===== src/rtl/frd_stream.sv =====
// Chunked ESP32 file reader: drives spi_link over Wishbone and packs the returned bytes into a
// little-endian 32-bit valid/ready stream. Define FRD_STREAM_TIMEOUT_EN for the empty-poll watchdog.
module frd_stream #(
    parameter int unsigned CHUNK_MAX    = 1024,
    parameter int unsigned TIMEOUT_LOG2 = 16
) (
    input  logic        clk,
    input  logic        rst_n,
    input  logic [31:0] cmd_file_id,
    input  logic [31:0] cmd_offset,
    input  logic [23:0] cmd_len,
    input  logic        cmd_valid,
    output logic        cmd_ready,
    output logic [31:0] out_data,
    output logic [3:0]  out_keep,
    output logic        out_last,
    output logic        out_valid,
    input  logic        out_ready,
    output logic [2:0]  wb_addr,
    output logic [31:0] wb_wdata,
    output logic [3:0]  wb_wmsk,
    output logic        wb_we,
    output logic        wb_cyc,
    input  logic [31:0] wb_rdata,
    input  logic        wb_ack,
    output logic        busy,
    output logic        err
);

    localparam int unsigned REM_W = 24;
    localparam int unsigned CNT_W = 12;

    if (CHUNK_MAX < 1 || CHUNK_MAX > 2048 || TIMEOUT_LOG2 < 1 || TIMEOUT_LOG2 > 31) begin : g_bad_cfg
        $error("frd_stream: CHUNK_MAX or TIMEOUT_LOG2 out of range");
    end

    typedef enum logic [2:0] {
        S_IDLE, S_WR_FID, S_WR_OFS, S_WR_LEN, S_RD_DAT, S_PUSH
    } state_e;

    state_e             state_q, state_d;
    logic [REM_W-1:0]   remaining_q, remaining_d;
    logic [CNT_W-1:0]   chunk_q, chunk_d;
    logic [1:0]         lane_q, lane_d;
    logic [31:0]        ofs_q, ofs_d;
    logic [31:0]        out_data_q, out_data_d;
    logic [3:0]         out_keep_q, out_keep_d;
    logic               out_last_q, out_last_d;
    logic               out_valid_q, out_valid_d;
    logic [2:0]         wb_addr_q, wb_addr_d;
    logic [31:0]        wb_wdata_q, wb_wdata_d;
    logic               wb_we_q, wb_we_d;
    logic               wb_cyc_q, wb_cyc_d;
    logic               busy_q, busy_d;
    logic               cmd_ready_q, cmd_ready_d;
    logic               rdata_unused_c;

`ifdef FRD_STREAM_TIMEOUT_EN
    localparam int unsigned WD_W = TIMEOUT_LOG2;
    logic [WD_W-1:0]    wd_q, wd_d;
    logic               err_q, err_d;
    assign err = err_q;
`else
    assign err = 1'b0;
`endif

    assign rdata_unused_c = ^wb_rdata[30:8];

    // Bytes requested in one ESP32 read: bounded by the spi_link FIFO depth.
    function automatic logic [CNT_W-1:0] chunk_of(input logic [REM_W-1:0] rem);
        if (rem < REM_W'(CHUNK_MAX)) return rem[CNT_W-1:0];
        return CNT_W'(CHUNK_MAX);
    endfunction

    always_comb begin
        state_d     = state_q;
        remaining_d = remaining_q;
        chunk_d     = chunk_q;
        lane_d      = lane_q;
        ofs_d       = ofs_q;
        out_data_d  = out_data_q;
        out_keep_d  = out_keep_q;
        out_last_d  = out_last_q;
        out_valid_d = out_valid_q;
`ifdef FRD_STREAM_TIMEOUT_EN
        err_d       = err_q;
        wd_d        = wd_q;
`endif
        case (state_q)
            S_IDLE: if (cmd_valid) begin
                remaining_d = cmd_len;
                ofs_d       = cmd_offset;
                lane_d      = 2'd0;
                out_data_d  = 32'd0;
`ifdef FRD_STREAM_TIMEOUT_EN
                err_d       = 1'b0;
                wd_d        = '0;
`endif
                if (cmd_len != 24'd0) state_d = S_WR_FID;
            end
            S_WR_FID: if (wb_ack) state_d = S_WR_OFS;
            S_WR_OFS: if (wb_ack) state_d = S_WR_LEN;
            S_WR_LEN: if (wb_ack) begin
                chunk_d = chunk_of(remaining_q);
                state_d = S_RD_DAT;
            end
            S_RD_DAT: if (wb_ack) begin
                if (wb_rdata[31]) begin
                    out_data_d[{lane_q, 3'b000} +: 8] = wb_rdata[7:0];
                    chunk_d     = chunk_q - 12'd1;
                    remaining_d = remaining_q - 24'd1;
                    lane_d      = lane_q + 2'd1;
`ifdef FRD_STREAM_TIMEOUT_EN
                    wd_d        = '0;
`endif
                    // Chunk boundaries never flush a partial word; only word-full or end-of-command do.
                    if (lane_q == 2'd3 || remaining_q == 24'd1) begin
                        state_d     = S_PUSH;
                        out_valid_d = 1'b1;
                        out_last_d  = (remaining_q == 24'd1);
                        out_keep_d  = {lane_q == 2'd3, lane_q >= 2'd2, lane_q != 2'd0, 1'b1};
                    end else if (chunk_q == 12'd1) begin
                        state_d = S_WR_LEN;
                    end
                end
`ifdef FRD_STREAM_TIMEOUT_EN
                else if (wd_q == {WD_W{1'b1}}) begin
                    err_d      = 1'b1;
                    state_d    = S_IDLE;
                    lane_d     = 2'd0;
                    out_data_d = 32'd0;
                end else begin
                    wd_d = wd_q + WD_W'(1);
                end
`endif
            end
            S_PUSH: if (out_ready) begin
                out_valid_d = 1'b0;
                out_last_d  = 1'b0;
                out_keep_d  = 4'd0;
                out_data_d  = 32'd0;
                lane_d      = 2'd0;
                if (remaining_q == 24'd0)  state_d = S_IDLE;
                else if (chunk_q == 12'd0) state_d = S_WR_LEN;
                else                       state_d = S_RD_DAT;
            end
            default: state_d = S_IDLE;
        endcase

        // Bus outputs follow the next state so each access is presented from its first cycle.
        wb_cyc_d   = 1'b0;
        wb_we_d    = 1'b0;
        wb_addr_d  = 3'd0;
        wb_wdata_d = 32'd0;
        case (state_d)
            S_WR_FID: begin
                wb_cyc_d   = 1'b1;
                wb_we_d    = 1'b1;
                wb_addr_d  = 3'd1;
                wb_wdata_d = (state_q == S_IDLE) ? cmd_file_id : wb_wdata_q;
            end
            S_WR_OFS: begin
                wb_cyc_d   = 1'b1;
                wb_we_d    = 1'b1;
                wb_addr_d  = 3'd2;
                wb_wdata_d = ofs_d;
            end
            S_WR_LEN: begin
                wb_cyc_d   = 1'b1;
                wb_we_d    = 1'b1;
                wb_addr_d  = 3'd3;
                wb_wdata_d = 32'(chunk_of(remaining_d) - 12'd1);
            end
            S_RD_DAT: begin
                wb_cyc_d  = 1'b1;
                wb_addr_d = 3'd4;
            end
            default: ;
        endcase
        busy_d      = (state_d != S_IDLE);
        cmd_ready_d = (state_d == S_IDLE);
    end

    always_ff @(posedge clk or negedge rst_n) begin
        if (!rst_n) begin
            state_q     <= S_IDLE;
            remaining_q <= '0;
            chunk_q     <= '0;
            lane_q      <= 2'd0;
            ofs_q       <= 32'd0;
            out_data_q  <= 32'd0;
            out_keep_q  <= 4'd0;
            out_last_q  <= 1'b0;
            out_valid_q <= 1'b0;
            wb_addr_q   <= 3'd0;
            wb_wdata_q  <= 32'd0;
            wb_we_q     <= 1'b0;
            wb_cyc_q    <= 1'b0;
            busy_q      <= 1'b0;
            cmd_ready_q <= 1'b1;
`ifdef FRD_STREAM_TIMEOUT_EN
            err_q       <= 1'b0;
            wd_q        <= '0;
`endif
        end else begin
            state_q     <= state_d;
            remaining_q <= remaining_d;
            chunk_q     <= chunk_d;
            lane_q      <= lane_d;
            ofs_q       <= ofs_d;
            out_data_q  <= out_data_d;
            out_keep_q  <= out_keep_d;
            out_last_q  <= out_last_d;
            out_valid_q <= out_valid_d;
            wb_addr_q   <= wb_addr_d;
            wb_wdata_q  <= wb_wdata_d;
            wb_we_q     <= wb_we_d;
            wb_cyc_q    <= wb_cyc_d;
            busy_q      <= busy_d;
            cmd_ready_q <= cmd_ready_d;
`ifdef FRD_STREAM_TIMEOUT_EN
            err_q       <= err_d;
            wd_q        <= wd_d;
`endif
        end
    end

    assign cmd_ready = cmd_ready_q;
    assign out_data  = out_data_q;
    assign out_keep  = out_keep_q;
    assign out_last  = out_last_q;
    assign out_valid = out_valid_q;
    assign wb_addr   = wb_addr_q;
    assign wb_wdata  = wb_wdata_q;
    assign wb_wmsk   = 4'hF;
    assign wb_we     = wb_we_q;
    assign wb_cyc    = wb_cyc_q;
    assign busy      = busy_q;

endmodule


===== config.mk =====
export PLATFORM = sky130hd
export DESIGN_NAME = frd_stream
export DESIGN_NICKNAME = d
export VERILOG_FILES = /design/src/rtl/frd_stream.sv
export SDC_FILE = /design/constraint.sdc
export NUM_CORES = 1
export LEC_CHECK = 0
export ABC_AREA = 1
export CAP_MARGIN = 0
export CORE_MARGIN = 2
export CORE_UTILIZATION = 54
export DETAILED_ROUTE_END_ITERATION = 12
export PLACE_DENSITY = 0.89
export SLEW_MARGIN = 20
export SYNTH_ARGS = -nofsm -noshare
export SYNTH_HDL_FRONTEND = slang
export SYNTH_SLANG_ARGS = --single-unit

===== constraint.sdc =====
create_clock -name clk -period 8.2 [get_ports clk]
set_clock_uncertainty 0.15 [all_clocks]
set_input_delay 1.64 -clock clk [delete_from_list [all_inputs] [get_ports clk]]
set_output_delay 1.64 -clock clk [all_outputs]
set_load 0.01 [all_outputs]

==> reports/qor.csv, run 1 <==
metric,value,unit
status,"complete, no violations",
Die Wd,129,µm
CTS hold repair buffers,0,
Vias/cell,5.45,
clock sink count,149,
PostCTS Resize Cnt,0,
Net Sw Power,1630,µW
first-pass GRT wire length,40200,µm
"Top FF cell, synth",dfrtp_1,
"FFs w/ async S/R, synth",100,%
mapped cell area,8500,µm²
post-synthesis cell type count,50,
fin nets,1507,
Initial Util,55.5,%
initial antenna violation count,0,
Antenna Violating Nets Remaining,0,
final wirelength,25100,µm
Crit. Startpoint,cmd_valid,
Max VDD drop,0.211,mV
drt first pass iters,5,
core area,15300,µm²
clk_lat worst skew,0.43,ns
Reg-to-Reg Start,state_q[2],
CTS tree,built,
P&R area growth vs syn,29.0,%
gr usage total,30.7,%
vias in the first global route,8202,
Syn Area/Cell,7.02,µm²
clock root buffer,clkbuf_16,
fin crit period,5.47,ns
CTS Buffer Depth,2,
Placer Congestion,1.03,
Die Area,16800,µm²
Fmax,183,MHz
Power Density,333,nW/µm²
grt met3 use,8.63,%
Fin. Hold Viols,0,
"commonest non-fill, non-tap cell in the layout",nand2_1,
met2 usage,48.8,%
global routing's busiest layer,met2,
Synth Instances,1211,
HP Class,flip-flop to flip-flop,
Final Cycle Share,66.7,%
RSZ-0062 raised after global routing,no,
CP Max Fanout,53,
worst path required time,8.37,ns
# diodes,0,
PortBufs,178,
count of flip-flops with a built-in enable after synthesis,0,
H-tree Lvls,4,
WL/cell,15.8,µm
met1 usage,40.1,%
type of origin of the critical path,primary input,
sequential element share of the synthesized area,43.9,%
Die Ht,129,µm
Rows,45,
initial DRC count,862,
Worst setup EP type,flip-flop,
final setup TNS,0,ns
warnings from Yosys,0,
Post-DP HPWL,17600,µm
CTS buffer count,17,
Critical Path AT,5.63,ns
"Slew Viols, Final",0,
"Setup Fix Bufs, Post-CTS",0,
CP Class,primary input to flip-flop,
Rel. slew slack,28.0,%
Yosys reg bits,149,
total gr overflow,0,
Internal,2020,µW
Clk network pwr share,22.3,%
sequential share of power,32.2,%
vias,8680,
most frequent cells in the layout,"nand2_1, clkdlybuf4s50_1, dfrtp_1, inv_1, nor2_1",
Power Total,3650,µW
proportion of layout cells with a drive suffix above 1,5.28,%
Max Cap Viol,0,
I/O pins,207,
worst hold start,ofs_q[14],
Slew @ Worst Pin,1.07,ns
sw frac,44.7,%
Worst-path clk slew,0.07,ns
drc violations,0,
Pleak,0.00552,µW
combinational share of power,45.5,%
largest net degree at the start of global routing,82,
final setup fails,0,
final cells by class:
class | count | area (µm²)
multi-input cells | 892 | 4060
clock inverters | 13 | 163
well taps | 211 | 264
flip-flops and latches | 149 | 3730
inverters | 129 | 484
repair buffers | 181 | 1810
clock buffers | 19 | 453
fillers | 1196 | 4350
stage by stage:
stage	cell area, µm²	hold slack [ns]	utilization (%)	std cells	setup WS (ns)
final	11000	0.329	71.6	1594	2.73
after CTS	11000	0.329	71.6	1594	2.80
after global routing	11000	0.343	71.6	1594	2.37
after detailed placement	10300	0.312	67.6	1562	2.38
after floorplan	8510	0.295	-	1214	4.12
after global placement	10300	0.309	67.6	1562	2.45
worst max-delay path, stage by stage:
cell	delay (ns)
clkdlybuf4s50_1	0.49
nand2_4	0.43
inv_2	0.54
nand2_1	0.16
o21ai_0	0.09
a21oi_1	0.27
nand2_1	0.09
nor2_1	0.14
nand3_2	0.11
nor2_4	0.32
nand2_1	0.25
ha_1	0.30
inv_1	0.10
nor2_2	0.07
nand2_2	0.07
nand3b_4	0.28
nand2_1	0.11
nand2_1	0.08
nand2_1	0.05
power groups by stage:
stage | logic, µW | registers, µW | clock network [µW]
4_1_cts | 1630 | 1170 | 815
2_1_floorplan | 1080 | 1160 | 0
6_report | 1660 | 1170 | 813
3_3_place_gp | 1580 | 1170 | 0
3_5_place_dp | 1620 | 1170 | 0
5_1_grt | 1850 | 1200 | 852
cells by family after synthesis:
family          after synthesis  share of synthesized area (%)
xor+xnor                      4                          0.412
compound gates              110                           8.12
simple gates                761                           37.2
buf+inv                     173                           8.49
flops                       149                           43.9
other cells                   2                         0.0883
fa+ha+maj                    12                           1.77
routing by layer:
| layer | routed length (µm) | vias up | part of all wire (%) |
|---|---|---|---|
| met4 | 800 | 0 | 3.2 |
| met3 | 2470 | 70 | 9.8 |
| li1 | - | 4133 | - |
| met2 | 11700 | 480 | 46 |
| met1 | 10200 | 3997 | 41 |
| met5 | 0 | - | 0 |
final timing paths:
check / endpoint / slack, ns / cells after the start
max in group asynchronous: out_data[8] / 5.68 / 2
min in group asynchronous: ofs_q[4] / 1.06 / 1
setup / recovery: wb_wdata[25] / 2.73 / 19
setup reg to reg: wb_wdata[25] / 3.68 / 19
hold / removal: ofs_q[14] / 0.33 / 2
hold reg to reg: ofs_q[14] / 0.33 / 2
synth_stat cells (all sizes together), types with 4 or more instances:
cell / n / area (µm²)
a21oi: 23 / 115
a22oi: 10 / 100
buf: 24 / 163
clkbuf: 20 / 75.1
dfrtp: 148 / 3700
ha: 12 / 150
inv: 126 / 473
nand2: 515 / 1960
nand3: 84 / 435
nand4: 17 / 106
nor2: 114 / 468
nor3: 12 / 65.1
nor4: 9 / 56.3
o211ai: 6 / 50.1
o21ai: 49 / 245
o31ai: 7 / 52.6
o41ai: 4 / 42.6
or2: 4 / 25.0
xor2: 4 / 35.0
sequential cells by signal (all words and copies together) (netlist names), 2 cells and up:
register     cells
ofs_q           32
out_data        32
wb_wdata        32
remaining_q     24
chunk_q         12
out_keep         4
state_q          3
wb_addr          3
lane_q           2
Note: power is estimated with default switching activity, not from simulation.
==> run 2, diff against run 1 <==
CORE_UTILIZATION = 50   (was 54)
PLACE_DENSITY = 0.84   (was 0.89)
clock period = 5.3 ns   (was 8.2 ns; I/O delays follow)
==> run 2 against run 1 <==
Critical path depth grew 4. Worst hold slack lost 0.0016 ns. Worst setup slack lost 1.9 ns. Clock power grew 46%.
==> reports/qor.csv, run 2 (same netlist as run 1, synthesis figures left out) <==
metric,value,unit,change
status,"complete, no violations",,unchanged
CTS buffer count,17,,unchanged
gr usage total,28.4,%,was 30.7%
CTS hold repair buffers,0,,unchanged
vias,8506,,was 8680
core area,16600,µm²,was 15300 µm²
Slew @ Worst Pin,0.994,ns,was 1.07 ns
Die Ht,134,µm,was 129 µm
initial DRC count,652,,was 862
Power Total,5560,µW,was 3650 µW
total gr overflow,0,,unchanged
P&R area growth vs syn,29.2,%,was 29.0%
clock sink count,149,,unchanged
clk_lat worst skew,0.44,ns,was 0.43 ns
final wirelength,24700,µm,was 25100 µm
final setup TNS,0,ns,unchanged
RSZ-0062 raised after global routing,no,,unchanged
Pleak,0.00553,µW,was 0.00552 µW
Worst setup EP type,flip-flop,,unchanged
Critical Path AT,4.66,ns,was 5.63 ns
CTS tree,built,,unchanged
Die Wd,134,µm,was 129 µm
fin crit period,4.49,ns,
"Setup Fix Bufs, Post-CTS",0,,unchanged
drt first pass iters,5,,unchanged
vias in the first global route,8208,,was 8202
# diodes,0,,unchanged
proportion of layout cells with a drive suffix above 1,5.68,%,was 5.28%
PortBufs,178,,unchanged
Vias/cell,5.28,,was 5.45
fin nets,1514,,was 1507
PostCTS Resize Cnt,0,,unchanged
H-tree Lvls,4,,unchanged
worst path required time,5.47,ns,was 8.37 ns
Initial Util,51.3,%,was 55.5%
I/O pins,207,,unchanged
Placer Congestion,0.945,,was 1.03
clock root buffer,clkbuf_16,,unchanged
Rel. slew slack,33.7,%,was 28.0%
Power Density,506,nW/µm²,was 333 nW/µm²
Final Cycle Share,84.7,%,
total of fill cells in the finished design,1435,,was 1196
Max Cap Viol,0,,unchanged
Fmax,223,MHz,
Rows,47,,was 45
drc violations,0,,unchanged
most frequent cells in the layout,"nand2_1, clkdlybuf4s50_1, dfrtp_1, inv_1, nor2_1",,unchanged
final setup fails,0,,unchanged
Fin. Hold Viols,0,,unchanged
Max VDD drop,0.337,mV,was 0.211 mV
CP Max Fanout,20,,was 53
CTS Buffer Depth,2,,unchanged
# placed instances,1578,,was 1562
fin area,11000,µm²,about the same
first-pass GRT wire length,40600,µm,was 40200 µm
largest net degree at the start of global routing,70,,was 82
CP Class,primary input to flip-flop,,unchanged
Antenna Violating Nets Remaining,0,,unchanged
type of origin of the critical path,primary input,,unchanged
HP Class,flip-flop to flip-flop,,unchanged
Worst-path clk slew,0.07,ns,about the same
"commonest non-fill, non-tap cell in the layout",nand2_1,,unchanged
Post-DP HPWL,17800,µm,was 17600 µm
"Slew Viols, Final",0,,unchanged
initial antenna violation count,1,,was 0
WL/cell,15.4,µm,was 15.8 µm
Area after DPL,10400,µm²,was 10300 µm²
Non-Filler Instances,1610,,was 1594
Die Area,18100,µm²,was 16800 µm²
run 2: cell count changes in the layout (fill, tap and decap cells not counted):
cell	delta
buf_4	+8
buf_6	-1
bufinv_16	-1
clkbuf_1	+1
clkbuf_8	-2
clkinv_2	+1
clkinv_8	-1
clkinvlp_4	+1
inv_6	-1
inv_8	+2
run 2: final timing paths:
| check | startpoint | cells past startpoint | slack, ns | end |
|---|---|---|---|---|
| setup reg to reg | remaining_q[0] | 20 | 1.55 | wb_wdata[27] |
| min in group asynchronous | rst_n | 1 | 0.46 | wb_wdata[5] |
| hold / removal | ofs_q[23] | 2 | 0.33 | ofs_q[23] |
| hold reg to reg | ofs_q[23] | 2 | 0.33 | ofs_q[23] |
| setup / recovery | wb_ack | 23 | 0.81 | wb_wdata[27] |
| max in group asynchronous | rst_n | 2 | 3.44 | wb_wdata[1] |
run 2: metal layers:
layer / wire length [µm] / track usage, % / vias to the layer above
li1: - / - / 4157
met1: 10400 / 37.3 / 3945
met2: 11800 / 45.7 / 350
met3: 1970 / 6.88 / 54
met4: 579 / 10.5 / 0
met5: 0 / 0 / -
run 2: report_power, final:
part	total [µW]	leakage [µW]	switching (µW)	internal, µW
combinational	2570	0.00332	1690	881
sequential	1800	0.00194	278	1520
clock	1190	0.000270	530	660
run 2: final cells by class:
type	instances	area (µm²)	area share (%)
multi-input combinational	892	4060	37.0
sequential	149	3730	34.0
clock inverter	14	143	1.30
tap	220	275	2.51
timing repair buffer	188	1860	16.9
clock buffer	18	429	3.91
inverter	129	484	4.41
run 2: critical path, cell delays in order:
cell             delay (ns)
clkdlybuf4s50_1        0.72
nand2_1                0.15
inv_1                  0.09
nand3_1                0.11
nor2_1                 0.32
nand3_1                0.14
nand2_1                0.08
nand2_1                0.05
nand2_1                0.06
nand3_1                0.18
nor2_1                 0.13
nand2_1                0.12
nor2_2                 0.23
and3_1                 0.21
inv_1                  0.05
ha_1                   0.23
inv_1                  0.09
nor2_2                 0.07
nand2_2                0.06
nand3b_4               0.27
nand2_1                0.08
nand2_1                0.08
nand2_1                0.07
run 2: metrics by stage:
step           setup slack (ns)  hold slack (ns)  utilization [%]
5_1_grt                   0.557            0.346             66.2
3_5_place_dp              0.488            0.311             62.8
2_1_floorplan              1.80            0.295                -
6_report                  0.811            0.327             66.2
4_1_cts                   0.929            0.328             66.2
3_3_place_gp              0.569            0.308             62.8
